==> src/rtl/issuer_pkg.sv <==
// rtl/issuer_pkg.sv - shared types and defaults for the instruction issuer
package issuer_pkg;

  localparam int DATA_W          = 16;
  localparam int ADDR_W_DEF      = 5;
  localparam int TIMEOUT_CYC_DEF = 15;

  typedef enum logic [2:0] {
    IDLE  = 3'd0,
    READ  = 3'd1,
    LATCH = 3'd2,
    ISSUE = 3'd3,
    WAIT  = 3'd4,
    FIN   = 3'd5
  } state_t;

endpackage

==> src/rtl/instr_issuer_if.sv <==
// rtl/instr_issuer_if.sv - program-memory and processor handshake bundle of the issuer
interface instr_issuer_if
  import issuer_pkg::*;
#(
  parameter int ADDR_W = ADDR_W_DEF
);

  logic              Start;
  logic [ADDR_W-1:0] ProgLen;
  logic [ADDR_W-1:0] MemAddr;
  logic              MemRd;
  logic [DATA_W-1:0] MemData;
  logic [DATA_W-1:0] DIN;
  logic              Run;
  logic              Done;
  logic              Busy;
  logic              Finished;
  logic              Error;
  logic [ADDR_W-1:0] IssueCount;

  modport master (
    input  Start, ProgLen, MemData, Done,
    output MemAddr, MemRd, DIN, Run, Busy, Finished, Error, IssueCount
  );

  modport slave (
    output Start, ProgLen, MemData, Done,
    input  MemAddr, MemRd, DIN, Run, Busy, Finished, Error, IssueCount
  );

endinterface

==> src/rtl/issue_timer.sv <==
// rtl/issue_timer.sv - WAIT-state cycle counter that flags expiry after LIMIT idle cycles
module issue_timer #(
  parameter int LIMIT = 15
) (
  input  logic Clock,
  input  logic Resetn,
  input  logic clear,
  input  logic enable,
  output logic expired
);

  localparam int CW = $clog2(LIMIT + 1);

  logic [CW-1:0] cnt_q, cnt_d;

  // Expiry is combinational on the LIMIT-th enabled cycle so the FSM leaves WAIT on that edge.
  assign expired = enable && (cnt_q == CW'(LIMIT - 1));

  always_comb begin
    cnt_d = cnt_q;
    if (clear)
      cnt_d = '0;
    else if (enable && !expired)
      cnt_d = cnt_q + 1'b1;
  end

  always_ff @(posedge Clock or negedge Resetn) begin
    if (!Resetn)
      cnt_q <= '0;
    else
      cnt_q <= cnt_d;
  end

endmodule

==> src/rtl/instr_issuer.sv <==
// rtl/instr_issuer.sv - fetches a program from memory and issues it one instruction at a time
// Optional WAIT timeout with sticky Error is enabled by defining INSTR_ISSUER_TIMEOUT_EN.
module instr_issuer
  import issuer_pkg::*;
#(
  parameter int ADDR_W      = ADDR_W_DEF,
  parameter int TIMEOUT_CYC = TIMEOUT_CYC_DEF
) (
  input  logic           Clock,
  input  logic           Resetn,
  instr_issuer_if.master bus
);

  if (TIMEOUT_CYC < 1) begin : g_bad_timeout
    $error("TIMEOUT_CYC must be at least 1");
  end

  state_t            state_q, state_d;
  logic [ADDR_W-1:0] pc_q, pc_d;
  logic [ADDR_W-1:0] len_q, len_d;
  logic [ADDR_W-1:0] count_q, count_d;
  logic [DATA_W-1:0] din_q, din_d;
  logic              run_q, run_d;
  logic              memrd_q, memrd_d;
  logic              busy_q, busy_d;
  logic              fin_q, fin_d;
  logic [ADDR_W-1:0] pc_inc;

  assign pc_inc = pc_q + 1'b1;

`ifdef INSTR_ISSUER_TIMEOUT_EN
  logic err_q, err_d;
  logic tmo_expired;

  // Every entry to WAIT comes from ISSUE, so ISSUE is where the count restarts.
  issue_timer #(
    .LIMIT (TIMEOUT_CYC)
  ) u_timer (
    .Clock   (Clock),
    .Resetn  (Resetn),
    .clear   (state_q == ISSUE),
    .enable  ((state_q == WAIT) && !bus.Done),
    .expired (tmo_expired)
  );

  assign bus.Error = err_q;
`else
  assign bus.Error = 1'b0;
`endif

  always_comb begin
    state_d = state_q;
    pc_d    = pc_q;
    len_d   = len_q;
    count_d = count_q;
    din_d   = din_q;
`ifdef INSTR_ISSUER_TIMEOUT_EN
    err_d   = err_q;
`endif
    case (state_q)
      IDLE: begin
        if (bus.Start) begin
          len_d   = bus.ProgLen;
          pc_d    = '0;
          count_d = '0;
`ifdef INSTR_ISSUER_TIMEOUT_EN
          err_d   = 1'b0;
`endif
          if (bus.ProgLen == '0)
            state_d = FIN;
          else
            state_d = READ;
        end
      end
      READ:  state_d = LATCH;
      LATCH: begin
        din_d   = bus.MemData;
        state_d = ISSUE;
      end
      ISSUE: state_d = WAIT;
      WAIT: begin
        if (bus.Done) begin
          pc_d    = pc_inc;
          count_d = count_q + 1'b1;
          if (pc_inc == len_q)
            state_d = FIN;
          else
            state_d = READ;
        end
`ifdef INSTR_ISSUER_TIMEOUT_EN
        else if (tmo_expired) begin
          err_d   = 1'b1;
          state_d = IDLE;
        end
`endif
      end
      FIN:     state_d = IDLE;
      default: state_d = IDLE;
    endcase

    // Strobes are registered from the next state so they line up with state_q.
    run_d   = (state_d == ISSUE);
    memrd_d = (state_d == READ);
    busy_d  = (state_d != IDLE);
    fin_d   = (state_d == FIN);
  end

  always_ff @(posedge Clock or negedge Resetn) begin
    if (!Resetn) begin
      state_q <= IDLE;
      pc_q    <= '0;
      len_q   <= '0;
      count_q <= '0;
      din_q   <= '0;
      run_q   <= 1'b0;
      memrd_q <= 1'b0;
      busy_q  <= 1'b0;
      fin_q   <= 1'b0;
`ifdef INSTR_ISSUER_TIMEOUT_EN
      err_q   <= 1'b0;
`endif
    end else begin
      state_q <= state_d;
      pc_q    <= pc_d;
      len_q   <= len_d;
      count_q <= count_d;
      din_q   <= din_d;
      run_q   <= run_d;
      memrd_q <= memrd_d;
      busy_q  <= busy_d;
      fin_q   <= fin_d;
`ifdef INSTR_ISSUER_TIMEOUT_EN
      err_q   <= err_d;
`endif
    end
  end

  assign bus.MemAddr    = pc_q;
  assign bus.MemRd      = memrd_q;
  assign bus.DIN        = din_q;
  assign bus.Run        = run_q;
  assign bus.Busy       = busy_q;
  assign bus.Finished   = fin_q;
  assign bus.IssueCount = count_q;

endmodule

==> src/flat_wrapper.sv <==
// flat-port wrapper written by rule: the top's interface ports become plain ports
module instr_issuer_flat import issuer_pkg::*;
#(
  parameter int ADDR_W      = ADDR_W_DEF,
  parameter int TIMEOUT_CYC = TIMEOUT_CYC_DEF
)
  (Clock, Resetn, bus_Start, bus_ProgLen, bus_MemData, bus_Done, bus_MemAddr, bus_MemRd, bus_DIN, bus_Run, bus_Busy, bus_Finished, bus_Error, bus_IssueCount);
  instr_issuer_if #(.ADDR_W(ADDR_W)) bus_i ();
  input  logic Clock;
  input  logic Resetn;
  input wire logic [$bits(bus_i.Start)-1:0] bus_Start;
  input wire logic [$bits(bus_i.ProgLen)-1:0] bus_ProgLen;
  input wire logic [$bits(bus_i.MemData)-1:0] bus_MemData;
  input wire logic [$bits(bus_i.Done)-1:0] bus_Done;
  output wire logic [$bits(bus_i.MemAddr)-1:0] bus_MemAddr;
  output wire logic [$bits(bus_i.MemRd)-1:0] bus_MemRd;
  output wire logic [$bits(bus_i.DIN)-1:0] bus_DIN;
  output wire logic [$bits(bus_i.Run)-1:0] bus_Run;
  output wire logic [$bits(bus_i.Busy)-1:0] bus_Busy;
  output wire logic [$bits(bus_i.Finished)-1:0] bus_Finished;
  output wire logic [$bits(bus_i.Error)-1:0] bus_Error;
  output wire logic [$bits(bus_i.IssueCount)-1:0] bus_IssueCount;
  assign bus_i.Start = bus_Start;
  assign bus_i.ProgLen = bus_ProgLen;
  assign bus_i.MemData = bus_MemData;
  assign bus_i.Done = bus_Done;
  assign bus_MemAddr = bus_i.MemAddr;
  assign bus_MemRd = bus_i.MemRd;
  assign bus_DIN = bus_i.DIN;
  assign bus_Run = bus_i.Run;
  assign bus_Busy = bus_i.Busy;
  assign bus_Finished = bus_i.Finished;
  assign bus_Error = bus_i.Error;
  assign bus_IssueCount = bus_i.IssueCount;
  instr_issuer #(.ADDR_W(ADDR_W), .TIMEOUT_CYC(TIMEOUT_CYC)) u_core (.Clock(Clock), .Resetn(Resetn), .bus(bus_i));
endmodule
==> config.mk <==
export PLATFORM = sky130hd
export DESIGN_NAME = instr_issuer_flat
export DESIGN_NICKNAME = d
export VERILOG_FILES = /design/src/rtl/issuer_pkg.sv /design/src/rtl/instr_issuer_if.sv /design/src/rtl/issue_timer.sv /design/src/rtl/instr_issuer.sv /design/src/flat_wrapper.sv
export SDC_FILE = /design/constraint.sdc
export NUM_CORES = 1
export LEC_CHECK = 0
export BUFFER_PORTS_ARGS = -buffer_cell sky130_fd_sc_hd__buf_2
export CORE_MARGIN = 10
export CORE_UTILIZATION = 45
export CTS_BUF_LIST = sky130_fd_sc_hd__clkbuf_2 sky130_fd_sc_hd__clkbuf_4 sky130_fd_sc_hd__clkbuf_8
export CTS_CLUSTER_DIAMETER = 80
export DETAILED_ROUTE_END_ITERATION = 7
export HOLD_SLACK_MARGIN = 0.1
export PLACE_DENSITY = 0.75
export SLEW_MARGIN = 15
export SYNTH_ARGS = -nofsm -noshare
export SYNTH_HDL_FRONTEND = slang
export SYNTH_SLANG_ARGS = --single-unit
==> constraint.sdc <==
create_clock -name Clock -period 1.4 [get_ports Clock]
set_input_delay 0.21 -clock Clock [delete_from_list [all_inputs] [get_ports Clock]]
set_output_delay 0.21 -clock Clock [all_outputs]
set_load 0.02 [all_outputs]
[Word level (Yosys, flattened, before mapping)]
Index checks and enable logic that the tools add are counted.
Word-level totals
  register bits after elaboration: 38
  input bits: 25
  logic and storage cells: 37
  output and inout bits: 31
  memory bits (writable): 0
  latch bits: 0
  memory bits (read-only): 0
  memories kept: 0
Operators by class
  magnitude comparators: 0
  bitwise logic cells: 0
  divide/modulo/power cells: 0
  $mul: 0
  shifts and indexed selects: 0
  mux-type cells: 10
  reduce and logical (&&, ||, !) cells: 6
  add/sub/neg operators: 2
  equality and inequality tests: 10
Operator list (number)
  one-hot mux 5 bit (2 select lines): 2
  2-to-1 mux 5 bit: 3
  one-hot mux 3 bit (5 select lines): 1
  2-to-1 mux 3 bit: 4
  adder 5 x 1 -> 5 bit, second input constant: 2
  == test 3 x 2 -> 1 bit, second input constant: 3
  == test 3 x 1 -> 1 bit, second input constant: 2
  == test 3 bit, second input constant: 2
  == test 5 bit: 1
  logical NOT 5 bit: 1
  != test 2 bit, second input constant: 2
  logical NOT 3 bit: 1
  AND reduction 3 bit: 1
  nonzero test 3 bit: 1
  AND reduction 2 bit: 1
  nonzero test 2 bit: 1

[Depth between registers and ports, before layout]
  word-level depth: 6
  gate-level depth with buffers: 6
  depth with buffers taken out: 5

[Worst setup path before layout]
No wires, ideal clock.
  path kind: register to register
  start point: register u_core.pc_q[0], in the netlist u_core.bus.MemAddr[0]
  end point: register u_core.memrd_q, in the netlist u_core.bus.MemRd
  cell stages (with the launch flop): 6
  path buffers: 0
  arrival: 1.416 ns
  required time: 1.280 ns
  period minus slack after synthesis: 1.536 ns
  setup slack: -0.136 ns
  library setup time: 0.120 ns
  cell sequence: dfrtp_1 ha_1 xnor2_1 o2111a_1 o211ai_1 and3b_1
On the way
  word-level cells in the longest chain between the ends: 6
Ends and longest elaborated chain
  start: declaration: RTL line instr_issuer.sv:19  | logic [ADDR_W-1:0] pc_q, pc_d;
  start signal: assignment: RTL line instr_issuer.sv:124  | pc_q <= pc_d;
  adder 5 x 1 -> 5 bit: RTL line instr_issuer.sv:29  | assign pc_inc = pc_q + 1'b1;
  == test 5 bit: RTL line instr_issuer.sv:85  | if (pc_inc == len_q)
  2-to-1 mux 3 bit: RTL line instr_issuer.sv:85
  2-to-1 mux 3 bit: RTL line instr_issuer.sv:82  | if (bus.Done) begin
  one-hot mux 3 bit (5 select lines): RTL line instr_issuer.sv:60  | case (state_q)
  == test 3 x 1 -> 1 bit: RTL line instr_issuer.sv:103  | memrd_d = (state_d == READ);
  via u_core.memrd_d: RTL line instr_issuer.sv:24  | logic memrd_q, memrd_d;
  end signal: assignment: RTL line instr_issuer.sv:129  | memrd_q <= memrd_d;
  end: declaration: RTL line instr_issuer.sv:24
The timed path passes the listed nets, and every way through them passes these cells.
A chain may end at the register's enable or synchronous reset.

[Worst setup path after layout]
  start point: register u_core.state_q[2]
  end point: register u_core.busy_q, in the netlist u_core.bus.Busy
On the way
  word-level cells in the longest chain between the ends: 3
  elaborated cells between the ends (all ways): 9
  those cells by class: eq/ne (4); mux (3); reduce/logical (2)
Ends and longest elaborated chain
  start: declaration: RTL line instr_issuer.sv:18  | state_t state_q, state_d;
  start signal: assignment: RTL line instr_issuer.sv:123  | state_q <= state_d;
  == test 3 bit (tied with other cells): RTL line instr_issuer.sv:60
  one-hot mux 3 bit (5 select lines) *: RTL line instr_issuer.sv:60
  nonzero test 3 bit *: RTL line instr_issuer.sv:104  | busy_d = (state_d != IDLE);
  via u_core.busy_d: RTL line instr_issuer.sv:25  | logic busy_q, busy_d;
  end signal: assignment: RTL line instr_issuer.sv:130  | busy_q <= busy_d;
  end: declaration: RTL line instr_issuer.sv:25
The timed path passes the listed nets; every way through them passes the cells marked *.

==> flow_summary.json <==
{
  "coreArea_mm2": 0.00369,
  "synth-seq-cells": 38,
  "die_height_um": 81.9,
  "synthTopCellsByCount": "dfrtp_1 (38), mux2_2 (21), nand2_1 (10)",
  "syn_to_final_growth_pct": 38.9,
  "synth_fp_nets": 162,
  "cts_num_sinks": 38,
  "worst-path-max-fanout": 5,
  "regArea_um2": 953,
  "async_flop_share_pct": 100,
  "finalPower_mw": 5.01,
  "die-area_mm2": 0.00670,
  "status": "complete, but fails checks",
  "max_freq_ghz": 0.703,
  "p_leak_nw": 1.20,
  "yosys_warnings": 0,
  "overflow": 0,
  "vias": 1318,
  "critPathKind": "flip-flop to flip-flop",
  "initial_core_util_pct": 46.7,
  "nFillCells": 298,
  "n_antenna_cell": 0,
  "tritoncts": "built",
  "via_per_inst": 5.05,
  "post-dp-hpwl_um": 3210,
  "yosysUniqueCellTypes": 37,
  "end_kind": "flip-flop",
  "grt_max_degree": 22,
  "multi_input_area_um2": 803,
  "postSynthCellCount": 135,
  "antenna_found_initial": 0,
  "dpl_worst_slack_ns": -0.132,
  "setup_violations": 2,
  "met2_usage_pct": 21.1,
  "rsz0062_at_grt": "yes",
  "syn_area_per_cell_um2": 12.8,
  "grtUsageTotal_pct": 13.1,
  "grtUsageMet3_pct": 6.33,
  "drt_pre_antenna_iters": 4,
  "synth_top_family_by_area": "multiplexers",
  "cts_root_buf": "clkbuf_8",
  "hold_viol": 0,
  "instances_no_fill": 261,
  "synth_compound_area_share_pct": 7.48,
  "cp-start-kind": "flip-flop",
  "ys.flop_type": "dfrtp_1",
  "hp-class": "input pin to flip-flop",
  "drt-initial-drc-count": 86,
  "clockBufferDepth": 2,
  "vdd_ir_drop_max_uv": 1270,
  "yosysMostFrequentCell": "dfrtp_1",
  "cts_buffers": 5,
  "io_buffers": 54,
  "synth_edf_count": 0,
  "synth_xor_area_share_pct": 6.39,
  "yosys-mux-area-fraction_pct": 13.7,
  "synth-adder-area-share_pct": 1.45,
  "drtAntennaViolNets": 0,
  "slew_viol_final": 0,
  "grt_pass1_wl_um": 6760,
  "routedWlPerCell_um": 15.8,
  "cp.arrival_ns": 1.57,
  "yosysTopAreaCell": "dfrtp_1",
  "synth.top_cell.area_share_pct": 55.2,
  "grt_pass1_vias": 1440,
  "io_pins": 56,
  "synth_area_leaders": "dfrtp_1 (55%), mux2_2 (14%), xor2_1 (3.1%)",
  "path_clk_slew_ns": 0.07,
  "ys_seq_area_share_pct": 55.2,
  "grtUsageMet1_pct": 14.4,
  "drv_cap": 0,
  "synthSimpleGateAreaFrac_pct": 11.9,
  "setup_ws_ns": -0.0215,
  "required_ns": 1.55,
  "nNetsFinal": 239,
  "cts_max_level": 2,
  "drc": 0,
  "placedCellCount": 249,
  "die_x_um": 81.9,
  "p_per_area_mw_per_mm2": 2090,
  "synth_area_mm2": 0.00172,
  "violations": "negative setup slack",
  "drive_above_1_share_pct": 57.3,
  "clock_latency_ns": 0.29,
  "finalWirelength_um": 4110,
  "layout_min_cycle_time_ns": 1.42,
  "num_rows": 22,
  "busiest_layer": "met2",
  "place.gp.congestion": 0.881,
  "fin_skew_ns": 0.00874,
  "fin_crit_sh_pct": 102
}
kinds of logic (layout without fill, tap and decap cells):
logic type,after synthesis,after routing
flip-flops,38,38
AND/OR/NAND/NOR,33,33
multiplexers,21,21
AO/OA/AOI/OAI,18,18
XOR/XNOR,11,11
buffers and inverters,11,89
adder cells (fa/ha/maj),2,2
other,1,1
cells in the final DEF (no fill, tap or decap), types with 5 or more instances in the layout:
cell,Yosys,routed
buf_2,2,54
o21ai_0,7,7
nor2_1,7,6
dfrtp_1,38,36
xor2_1,6,6
nand2_1,10,9
mux2_2,21,12
buf_4,1,17
clkbuf_8,0,6
inv_1,5,5
mux2_4,0,9
what timing repair did:
item / in CTS / in global routing
gates cloned: 0 / 0
pin swaps: 3 / 3
setup buffers: 2 / 1
endpoints found under the hold margin: 17 / 0
endpoints found under the setup margin: 13 / 31
resized for setup: 6 / 9
hold buffers: 1 / 0
registers in the layout, indices dropped and copies added, names as in the netlist:
register,count
u_core.bus.Run,1
u_core.bus.MemRd,1
u_core.bus.DIN,16
u_core.bus.Finished,1
u_core.len_q,5
u_core.state_q,3
u_core.bus.Busy,1
u_core.bus.IssueCount,5
u_core.bus.MemAddr,5
stage by stage:
stage	hold WS, ns	TNS (ns)	utilization [%]	cell area [µm²]
2_1_floorplan	-0.0856	-1.10	-	1780
3_3_place_gp	0.157	-0.156	59.7	2200
3_5_place_dp	0.162	-0.379	59.7	2200
4_1_cts	0.131	-0.0440	63.7	2350
5_1_grt	0.146	-0.776	64.9	2390
6_report	0.149	-0.0369	64.9	2390
worst max-delay path: stages (launching register included):
cell and delay (ns):
dfrtp_1 0.45, mux2_2 0.39, nand2_2 0.10, nor3b_1 0.23, o21ai_0 0.12
power breakdown:
part           internal, mW  leakage, nW  switching [mW]
logic                  1.22        0.678            1.19
registers              1.52        0.472           0.287
clock network         0.416       0.0517           0.366
total                  3.16         1.20            1.85
area by class of cell:
cell class                 count  share of cell area (%)
multi-input combinational     86                    33.6
inverter                       5                   0.785
tap                           48                    2.51
sequential                    38                    39.9
timing repair buffer          76                    19.3
clock buffer                   7                    3.77
clock inverter                 1                   0.209
layer usage:
metal / wire [µm] / share of wire (%)
met4: 72 / 1.8
met2: 2040 / 49
met3: 364 / 8.8
met1: 1640 / 40
met5: 0 / 0
final timing paths:
check / from / end / slack [ns] / depth (start not counted)
max: u_core.state_q[2] / u_core.bus.Busy / -0.02 / 4
min: bus_MemData[15] / u_core.bus.DIN[15] / 0.15 / 2
max reg2reg: u_core.state_q[2] / u_core.bus.Busy / -0.02 / 4
min reg2reg: u_core.bus.DIN[10] / u_core.bus.DIN[10] / 0.50 / 1
max in group asynchronous: Resetn / u_core.bus.DIN[12] / 0.42 / 3
min in group asynchronous: Resetn / u_core.bus.MemAddr[4] / 0.37 / 2
Power figures use the tool's default switching activity.
